--- src/rtl/writeback_stage.sv ---
// writeback_stage: MEM/WB pipeline register plus writeback mux for the MIPS
// datapath. Drives the register file write port, extracts and extends
// sub-word loads, blocks writes to $0 and misaligned loads, and counts
// retired instructions.
module writeback_stage #(
    parameter int CNT_W = 32
) (
    input  logic             clk,
    input  logic             rst,
    input  logic             stall,
    input  logic             flush,
    input  logic             in_valid,
    input  logic             in_RegWrite,
    input  logic [1:0]       in_wb_sel,
    input  logic [2:0]       in_load_type,
    input  logic [4:0]       in_dest,
    input  logic [31:0]      in_alu_result,
    input  logic [31:0]      in_mem_rdata,
    input  logic [31:0]      in_pc_plus4,
    output logic [4:0]       write_reg,
    output logic [31:0]      write_data,
    output logic             RegWrite,
    output logic [CNT_W-1:0] retired_count,
    output logic             misalign_err
);

    // Writeback source select
    localparam logic [1:0] SEL_ALU  = 2'b00;
    localparam logic [1:0] SEL_LOAD = 2'b01;
    localparam logic [1:0] SEL_LINK = 2'b10;

    // Load type encodings; 101-111 behave as lw
    localparam logic [2:0] LT_LW  = 3'b000;
    localparam logic [2:0] LT_LB  = 3'b001;
    localparam logic [2:0] LT_LBU = 3'b010;
    localparam logic [2:0] LT_LH  = 3'b011;
    localparam logic [2:0] LT_LHU = 3'b100;

    // Stage register
    logic        valid_q,     valid_d;
    logic        regwrite_q,  regwrite_d;
    logic [1:0]  wb_sel_q,    wb_sel_d;
    logic [2:0]  load_type_q, load_type_d;
    logic [4:0]  dest_q,      dest_d;
    logic [31:0] alu_q,       alu_d;
    logic [31:0] rdata_q,     rdata_d;
    logic [31:0] pc4_q,       pc4_d;

    // Bookkeeping
    logic [CNT_W-1:0] retired_count_q, retired_count_d;
    logic             misalign_err_q,  misalign_err_d;

    // Datapath intermediates
    logic [1:0]  byte_off;
    logic [7:0]  load_byte;
    logic [15:0] load_half;
    logic [31:0] load_val;
    logic        is_half;
    logic        misaligned;
    logic [31:0] wb_val;

    // Stage next-state: flush drops the valid bit, stall holds, else capture.
    // Payload fields are simply held on flush since they are don't-care once
    // valid is low.
    always_comb begin
        valid_d     = valid_q;
        regwrite_d  = regwrite_q;
        wb_sel_d    = wb_sel_q;
        load_type_d = load_type_q;
        dest_d      = dest_q;
        alu_d       = alu_q;
        rdata_d     = rdata_q;
        pc4_d       = pc4_q;
        if (flush) begin
            valid_d = 1'b0;
        end else if (!stall) begin
            valid_d     = in_valid;
            regwrite_d  = in_RegWrite;
            wb_sel_d    = in_wb_sel;
            load_type_d = in_load_type;
            dest_d      = in_dest;
            alu_d       = in_alu_result;
            rdata_d     = in_mem_rdata;
            pc4_d       = in_pc_plus4;
        end
    end

    // Big-endian sub-word selection: byte offset 0 is the most significant byte
    always_comb begin
        byte_off = alu_q[1:0];
        case (byte_off)
            2'd0:    load_byte = rdata_q[31:24];
            2'd1:    load_byte = rdata_q[23:16];
            2'd2:    load_byte = rdata_q[15:8];
            default: load_byte = rdata_q[7:0];
        endcase
        // Only offset bit 1 picks the half; odd offsets are flagged misaligned
        load_half = byte_off[1] ? rdata_q[15:0] : rdata_q[31:16];
    end

    // Sign/zero extension according to load type
    always_comb begin
        case (load_type_q)
            LT_LB:   load_val = {{24{load_byte[7]}}, load_byte};
            LT_LBU:  load_val = {24'h0, load_byte};
            LT_LH:   load_val = {{16{load_half[15]}}, load_half};
            LT_LHU:  load_val = {16'h0, load_half};
            default: load_val = rdata_q;
        endcase
    end

    // Alignment check for the resident load
    always_comb begin
        is_half    = (load_type_q == LT_LH) || (load_type_q == LT_LHU);
        misaligned = 1'b0;
        if (wb_sel_q == SEL_LOAD) begin
            if (is_half)
                misaligned = byte_off[0];
            else if (load_type_q == LT_LW || load_type_q > LT_LHU)
                misaligned = (byte_off != 2'd0);
        end
    end

    // Writeback source mux; bubbles present zero data
    always_comb begin
        case (wb_sel_q)
            SEL_LOAD: wb_val = load_val;
            SEL_LINK: wb_val = pc4_q;
            default:  wb_val = alu_q;   // SEL_ALU and the reserved code
        endcase
        if (!valid_q)
            wb_val = 32'h0;
    end

    // Retire counter and sticky misalignment flag. A flushed-out instruction
    // still leaves the stage, so only stall and misalignment hold the count.
    always_comb begin
        retired_count_d = retired_count_q;
        if (valid_q && !stall && !misaligned)
            retired_count_d = retired_count_q + CNT_W'(1);
        misalign_err_d = misalign_err_q | (valid_q & misaligned);
    end

    // State update; synchronous reset has top priority
    always_ff @(posedge clk) begin
        if (rst) begin
            valid_q         <= 1'b0;
            regwrite_q      <= 1'b0;
            wb_sel_q        <= 2'b00;
            load_type_q     <= 3'b000;
            dest_q          <= 5'd0;
            alu_q           <= 32'h0;
            rdata_q         <= 32'h0;
            pc4_q           <= 32'h0;
            retired_count_q <= '0;
            misalign_err_q  <= 1'b0;
        end else begin
            valid_q         <= valid_d;
            regwrite_q      <= regwrite_d;
            wb_sel_q        <= wb_sel_d;
            load_type_q     <= load_type_d;
            dest_q          <= dest_d;
            alu_q           <= alu_d;
            rdata_q         <= rdata_d;
            pc4_q           <= pc4_d;
            retired_count_q <= retired_count_d;
            misalign_err_q  <= misalign_err_d;
        end
    end

    // Register file write port, straight from the stage register
    assign write_reg     = dest_q;
    assign write_data    = wb_val;
    assign RegWrite      = valid_q & regwrite_q & (dest_q != 5'd0) & ~misaligned;
    assign retired_count = retired_count_q;
    assign misalign_err  = misalign_err_q;

endmodule

--- config.mk ---
export PLATFORM = sky130hd
export DESIGN_NAME = writeback_stage
export DESIGN_NICKNAME = d
export VERILOG_FILES = /design/src/rtl/writeback_stage.sv
export SDC_FILE = /design/constraint.sdc
export NUM_CORES = 1
export LEC_CHECK = 0
export CORE_MARGIN = 10
export CORE_UTILIZATION = 53
export CTS_CLUSTER_DIAMETER = 80
export CTS_CLUSTER_SIZE = 25
export DETAILED_ROUTE_END_ITERATION = 8
export PLACE_DENSITY = 0.9
export SYNTH_ARGS = -nofsm -noshare
export SYNTH_HDL_FRONTEND = slang
export SYNTH_SLANG_ARGS = --single-unit
--- constraint.sdc ---
create_clock -name clk -period 4.6 [get_ports clk]
set_clock_uncertainty 0.1 [all_clocks]
set_input_delay 0.92 -clock clk [delete_from_list [all_inputs] [get_ports clk]]
set_output_delay 0.92 -clock clk [all_outputs]
set_load 0.05 [all_outputs]
==> results of run 1 <==
## final cells by class
type,instances,area [µm²],area share (%)
multi-input cells,680,3680,39.7
clock inverters,14,170,1.83
well taps,172,215,2.32
flip-flops and latches,141,2820,30.4
repair buffers,195,1930,20.8
diodes,1,2.50,0.0270
clock buffers,17,425,4.58
inverters,9,33.8,0.364
## through the flow
stage / hold WS [ns] / std cells / power (W) / setup slack (ns)
floorplan: 0.332 / 902 / 0.00152 / 0.936
global placement: 0.339 / 1197 / 0.00168 / 0.757
detailed placement: 0.344 / 1197 / 0.00169 / 0.660
CTS: 0.352 / 1228 / 0.00307 / 0.217
global route: 0.373 / 1229 / 0.00316 / 0.162
finish: 0.352 / 1229 / 0.00306 / 0.340
## cell families (layout without fill, tap and decap cells)
family	after synthesis	in the layout	synth area share, %
AO/OA/AOI/OAI	310	310	27.1
XOR/XNOR	12	12	1.54
adder cells (fa/ha/maj)	4	4	0.734
buffers and inverters	81	235	4.81
flip-flops	141	141	41.4
multiplexers	21	21	3.39
other	0	1	0
AND/OR/NAND/NOR	333	333	21.0
## worst max-delay path, cell delays in order (launching register included)
cell and delay (ns):
dfxtp_1 0.62, nor3_1 0.18, nor2_2 0.37, buf_4 0.32, o21ai_0 0.12, a2bb2oi_1 0.18
a21oi_1 0.18, clkdlybuf4s50_1 0.85
## repair_timing
action                     in CTS  in global routing
hold buffers                    0                  0
gates resized for setup         0                  2
setup endpoints to repair       0                 14
## routing by layer
metal	vias to the layer above	GRT usage (%)	wire length, µm
met5	-	0	0
met4	0	10.1	779
met3	65	8.53	2440
met2	378	38.4	10700
met1	3383	31.9	9540
li1	3449	-	-
## cell usage in the layout, fill, tap and decap left out, types with 10 or more instances in the layout
cell type / n
a2bb2oi_1: 20
dfxtp_1: 141
xor2_1: 10
clkbuf_16: 17
o211ai_1: 12
buf_4: 14
nor2_1: 28
clkdlybuf4s50_1: 180
or3_1: 13
a21oi_1: 169
nand2_1: 240
mux2i_1: 13
o21ai_0: 66
## how the worst max path moves through the flow
stage / start / endpoint / slack, ns / cells past startpoint
6_report: load_type_q[0]$_SDFFE_PP0P_ / write_data[18] / 0.34 / 7
4_1_cts: load_type_q[0]$_SDFFE_PP0P_ / write_data[4] / 0.22 / 7
3_3_place_gp: load_type_q[0]$_SDFFE_PP0P_ / write_data[19] / 0.76 / 7
5_1_grt: load_type_q[0]$_SDFFE_PP0P_ / write_data[27] / 0.16 / 7
3_5_place_dp: load_type_q[0]$_SDFFE_PP0P_ / write_data[18] / 0.66 / 7
2_1_floorplan: load_type_q[0]$_SDFFE_PP0P_ / write_data[14] / 0.94 / 6
## report_power, final
group	leakage, nW	internal, W	switching (W)
Sequential	1.15	0.00127	0.0000450
Combinational	1.82	0.000168	0.000199
Clock	0.281	0.000849	0.000529
==> summary.txt, run 1 <==
DRC violations left: 0
Crit-path max FO: 22
Leading area contributor after synthesis: dfxtp_1
Buffers on Ports: 182
Die area: 17800 µm²
Vias in the first global route: 6827
Ys flop type: dfxtp_1
EDFF count, synth: 0
Post-Syn Area: 6820 µm²
Initial antenna violation count: 1
Die X: 133 µm
Io pins: 183
Post-route cell area: 9280 µm²
Max_cap viols: 0
Max Root-Sink Buffers: 2
Critical R2R Capture: retired_count[29]$_SDFFE_PP0P_
Hold Path Stages: 2
Worst-skew pair later-pin latency: 0.41 ns
FP Rows: 41
Die height: 133 µm
Core Util, Final: 73.5%
LEAKAGE: 3.25 nW
Num CTS Buffers: 17
Max Slew Vio Count: 0
Period utilization: 92.6%
Flop-to-flop setup slack: 1.68 ns
Critical path launch point type: flop
Worst Path Required: 3.58 ns
Clock slew at reported path FFs: 0.06 ns
Setup bufs post-CTS: 0
Share of layout cells above drive strength 1: 6.53%
Post-DP HPWL: 16400 µm
Via-per-instance ratio: 5.92
Synth async-reset ratio: 0%
Post-synthesis sequential area ratio: 41.4%
Status: completed
Core Area: 12600 µm²
Setup tns final: 0 ns
HP Start: alu_q[26]$_SDFFE_PP0P_
Hold/Removal Path Class: reg2reg
Mean Syn Cell Area: 7.56 µm²
Synth Register Bits: 141
Slew HR: 22.0%
R2r startpoint: load_type_q[0]$_SDFFE_PP0P_
Reg2Reg Depth: 7
Critical path arrival: 3.24 ns
Clock sinks: 141
Syn Inst Count: 902
Top cells by area, synth: dfxtp_1, nand2_1, a21oi_1, o21ai_0, clkbuf_1
Initial Util: 54.0%
Pwr Density: 329 nW/µm²
Largest net degree at the start of global routing: 108
Gp weighted congestion: 0.978
Initial DRT Pass Iterations: 5
1st-iter DRT viols: 847
Grt total ovfl: 0
Crit end category: output pin
Hold EP: alu_q[26]$_SDFFE_PP0P_
Most common cell in the netlist: nand2_1
Max Clock Freq: 235 MHz
First-pass GRT wire length: 36500 µm
# nets final: 1160
GRT Overall Usage: 25.2%
Share of the synthesized area in the top cell type: 41.4%
Least-Margin Pin Slew: 1.17 ns
Post-Route WL: 23400 µm
Setup violations, final: 0
Maximum VDD drop: 0.279 mV
Critical path type: reg2out
Antenna viol nets, final: 0
Synth top cells by count: nand2_1, a21oi_1, dfxtp_1, o21ai_0, clkbuf_1
Area of placed instances: 8680 µm²
Total number of vias: 7275
TritonCTS clock tree: yes
Hold Vio Cnt, Final: 0
H-tree Lvls: 4
Drt wl/cell: 19.1 µm
Crit path time final: 4.26 ns
Syn_nets: 1018
Layout fillers: 953
Area added between synthesis and finish: 36.1%
RSZ-0062 raised after global routing: no
Synth Warn #: 0
Synth cell types: 52
CTS Root Cell: clkbuf_16
(Power assumes the default switching activity.)
==> run 2, diff against run 1 <==
--- a/config.mk
+++ b/config.mk
@@ -6,11 +6,12 @@
 export NUM_CORES = 1
 export LEC_CHECK = 0
 export CORE_MARGIN = 10
-export CORE_UTILIZATION = 53
+export CORE_UTILIZATION = 44
 export CTS_CLUSTER_DIAMETER = 80
 export CTS_CLUSTER_SIZE = 25
 export DETAILED_ROUTE_END_ITERATION = 8
-export PLACE_DENSITY = 0.9
+export GPL_ROUTABILITY_DRIVEN = 0
+export PLACE_DENSITY = 0.81
 export SYNTH_ARGS = -nofsm -noshare
 export SYNTH_HDL_FRONTEND = slang
 export SYNTH_SLANG_ARGS = --single-unit
==> constraint.sdc (replaced) <==
create_clock -name clk -period 3.87 [get_ports clk]
set_clock_uncertainty 0.1 [all_clocks]
set_input_delay 0.774 -clock clk [delete_from_list [all_inputs] [get_ports clk]]
set_output_delay 0.774 -clock clk [all_outputs]
set_load 0.05 [all_outputs]
==> run 2 against run 1 <==
Net effect: worst hold slack worse by 0.0021 ns; wire length is 0.32% lower; sequential share of layout area shrank 0.97 points; first-iteration DRC count fell by 14%; power up 20%; design area grew 3.3%; core utilization decreased by 10 points; highest routed layer unchanged.
==> summary.txt, run 2 (same netlist as run 1, synthesis figures left out) <==
Status: completed
Overall power: 0.00368 W
Grt total ovfl: 0
FP Rows: 45
Clock network fraction of design power: 45.5%
Worst-skew pair later-pin latency: 0.42 ns
Max Clock Freq: 279 MHz
Critical path depth: 7
Max_cap viols: 0
Buffers on Ports: 182
Crit-path leading delay family: compound AO/OA/AOI/OAI gates
Worst slack, placed: 0.729 ns
Reg2Reg Depth: 7
1st-iter DRT viols: 729
Initial antenna violation count: 0
RSZ-0062 raised after global routing: no
Slew HR: 36.5%
Flop-to-flop setup slack: 0.96 ns
Int Power: 0.00275 W
Max Root-Sink Buffers: 2
Crit end category: output pin
Critical path launch point type: flop
Critical path cell sequence: nor3_1, nor2_1, buf_4, o21ai_0, a21oi_1, o31ai_1, buf_4
WP buf/inv: 2
CTS Root Cell: clkbuf_16
Critical R2R Capture: retired_count[29]$_SDFFE_PP0P_
Die height: 145 µm
Drt wl/cell: 18.7 µm
N_diodes: 0
Largest net degree at the start of global routing: 81
Setup tns final: 0 ns
Post-Route WL: 23400 µm
Clock sinks: 141
Initial Util: 44.9%
DP Cell Count: 1216
Setup WS post-layout: 0.291 ns
Critical path type: reg2out
Crit-path max FO: 32
Critical path arrival: 2.70 ns
CP max stage cell: o31ai_1
Core Area: 15200 µm²
Most frequent cells in the layout: nand2_1, a21oi_1, clkdlybuf4s50_1
Period utilization: 92.5%
Antenna viol nets, final: 0
Area added between synthesis and finish: 40.6%
CTS Hold Bufs: 0
Max stage delay on crit path: 0.48 ns
Most common cell after layout, fill and taps aside: nand2_1
Total number of vias: 7223
CP endpoint: write_data[6]
Switching Fraction: 25.3%
Vias in the first global route: 6500
Cell mode on critical path: buf_4
Max Slew Vio Count: 0
Least-Margin Pin Slew: 0.952 ns
First-pass GRT wire length: 35100 µm
Io pins: 183
Die X: 145 µm
Hold/Removal Path Class: reg2reg
Finished Layout Cells: 1248
Post-DP HPWL: 16800 µm
Post-CTS Resized: 0
Maximum VDD drop: 0.320 mV
GRT Overall Usage: 21.4%
Pwr Density: 383 nW/µm²
Num CTS Buffers: 17
# nets final: 1163
Die area: 20900 µm²
Worst Path Required: 3.00 ns
H-tree Lvls: 4
WHS: 0.349 ns
DRC violations left: 0
LEAKAGE: 3.41 nW
Setup violations, final: 0
Clock slew at reported path FFs: 0.06 ns
Seq pwr share: 42.2%
Hold Path Stages: 2
Worst Setup SP: load_type_q[0]$_SDFFE_PP0P_
Share of layout cells above drive strength 1: 9.62%
Via-per-instance ratio: 5.79
Crit path time final: 3.58 ns
Initial DRT Pass Iterations: 5
Setup bufs post-CTS: 0
R2r startpoint: load_type_q[0]$_SDFFE_PP0P_
Combinational share of power: 12.2%
Hold Vio Cnt, Final: 0
TritonCTS clock tree: yes
Switching Power: 0.000929 W
[run 2: cell type report]
cell class / count / area, µm²
fill: 1323 / 5610
multi-input combinational: 680 / 3680
sequential: 141 / 2820
timing repair buffer: 198 / 2210
clock buffer: 19 / 443
tap: 188 / 235
clock inverter: 13 / 166
inverter: 9 / 33.8
[run 2: metal layers]
layer | part of all wire, % | vias up | track usage, %
li1 | - | 3458 | -
met1 | 41 | 3367 | 27.4
met2 | 47 | 361 | 33.7
met3 | 9.9 | 37 | 6.23
met4 | 2.3 | 0 | 7.45
met5 | 0 | - | 0
[run 2: power by group through the flow]
stage / Sequential (W) / Combinational, W / Clock, W
finish: 0.00155 / 0.000450 / 0.00167
global route: 0.00156 / 0.000486 / 0.00175
CTS: 0.00155 / 0.000446 / 0.00169
detailed placement: 0.00158 / 0.000442 / 0
global placement: 0.00158 / 0.000436 / 0
floorplan: 0.00157 / 0.000240 / 0
[run 2: stage by stage]
step / area (µm²) / utilization [%]
floorplan: 6820 / -
global placement: 8980 / 59.1
detailed placement: 8980 / 59.1
CTS: 9590 / 63.1
global route: 9590 / 63.1
finish: 9590 / 63.1
[run 2: how the worst min path moves through the flow]
stage | startpoint | end | slack, ns
after floorplan | alu_q[6]$_SDFFE_PP0P_ | alu_q[6]$_SDFFE_PP0P_ | 0.33
after global placement | alu_q[16]$_SDFFE_PP0P_ | alu_q[16]$_SDFFE_PP0P_ | 0.34
after detailed placement | alu_q[24]$_SDFFE_PP0P_ | alu_q[24]$_SDFFE_PP0P_ | 0.34
after CTS | alu_q[24]$_SDFFE_PP0P_ | alu_q[24]$_SDFFE_PP0P_ | 0.35
after global routing | pc4_q[14]$_SDFFE_PP0P_ | pc4_q[14]$_SDFFE_PP0P_ | 0.37
final | alu_q[28]$_SDFFE_PP0P_ | alu_q[28]$_SDFFE_PP0P_ | 0.35
[run 2: tightest hold or removal path, delay by kind of cell, from the launching register on]
family	cells	cell delay, ns
simple gates	1	0.05
flops	1	0.30
compound gates	1	0.05
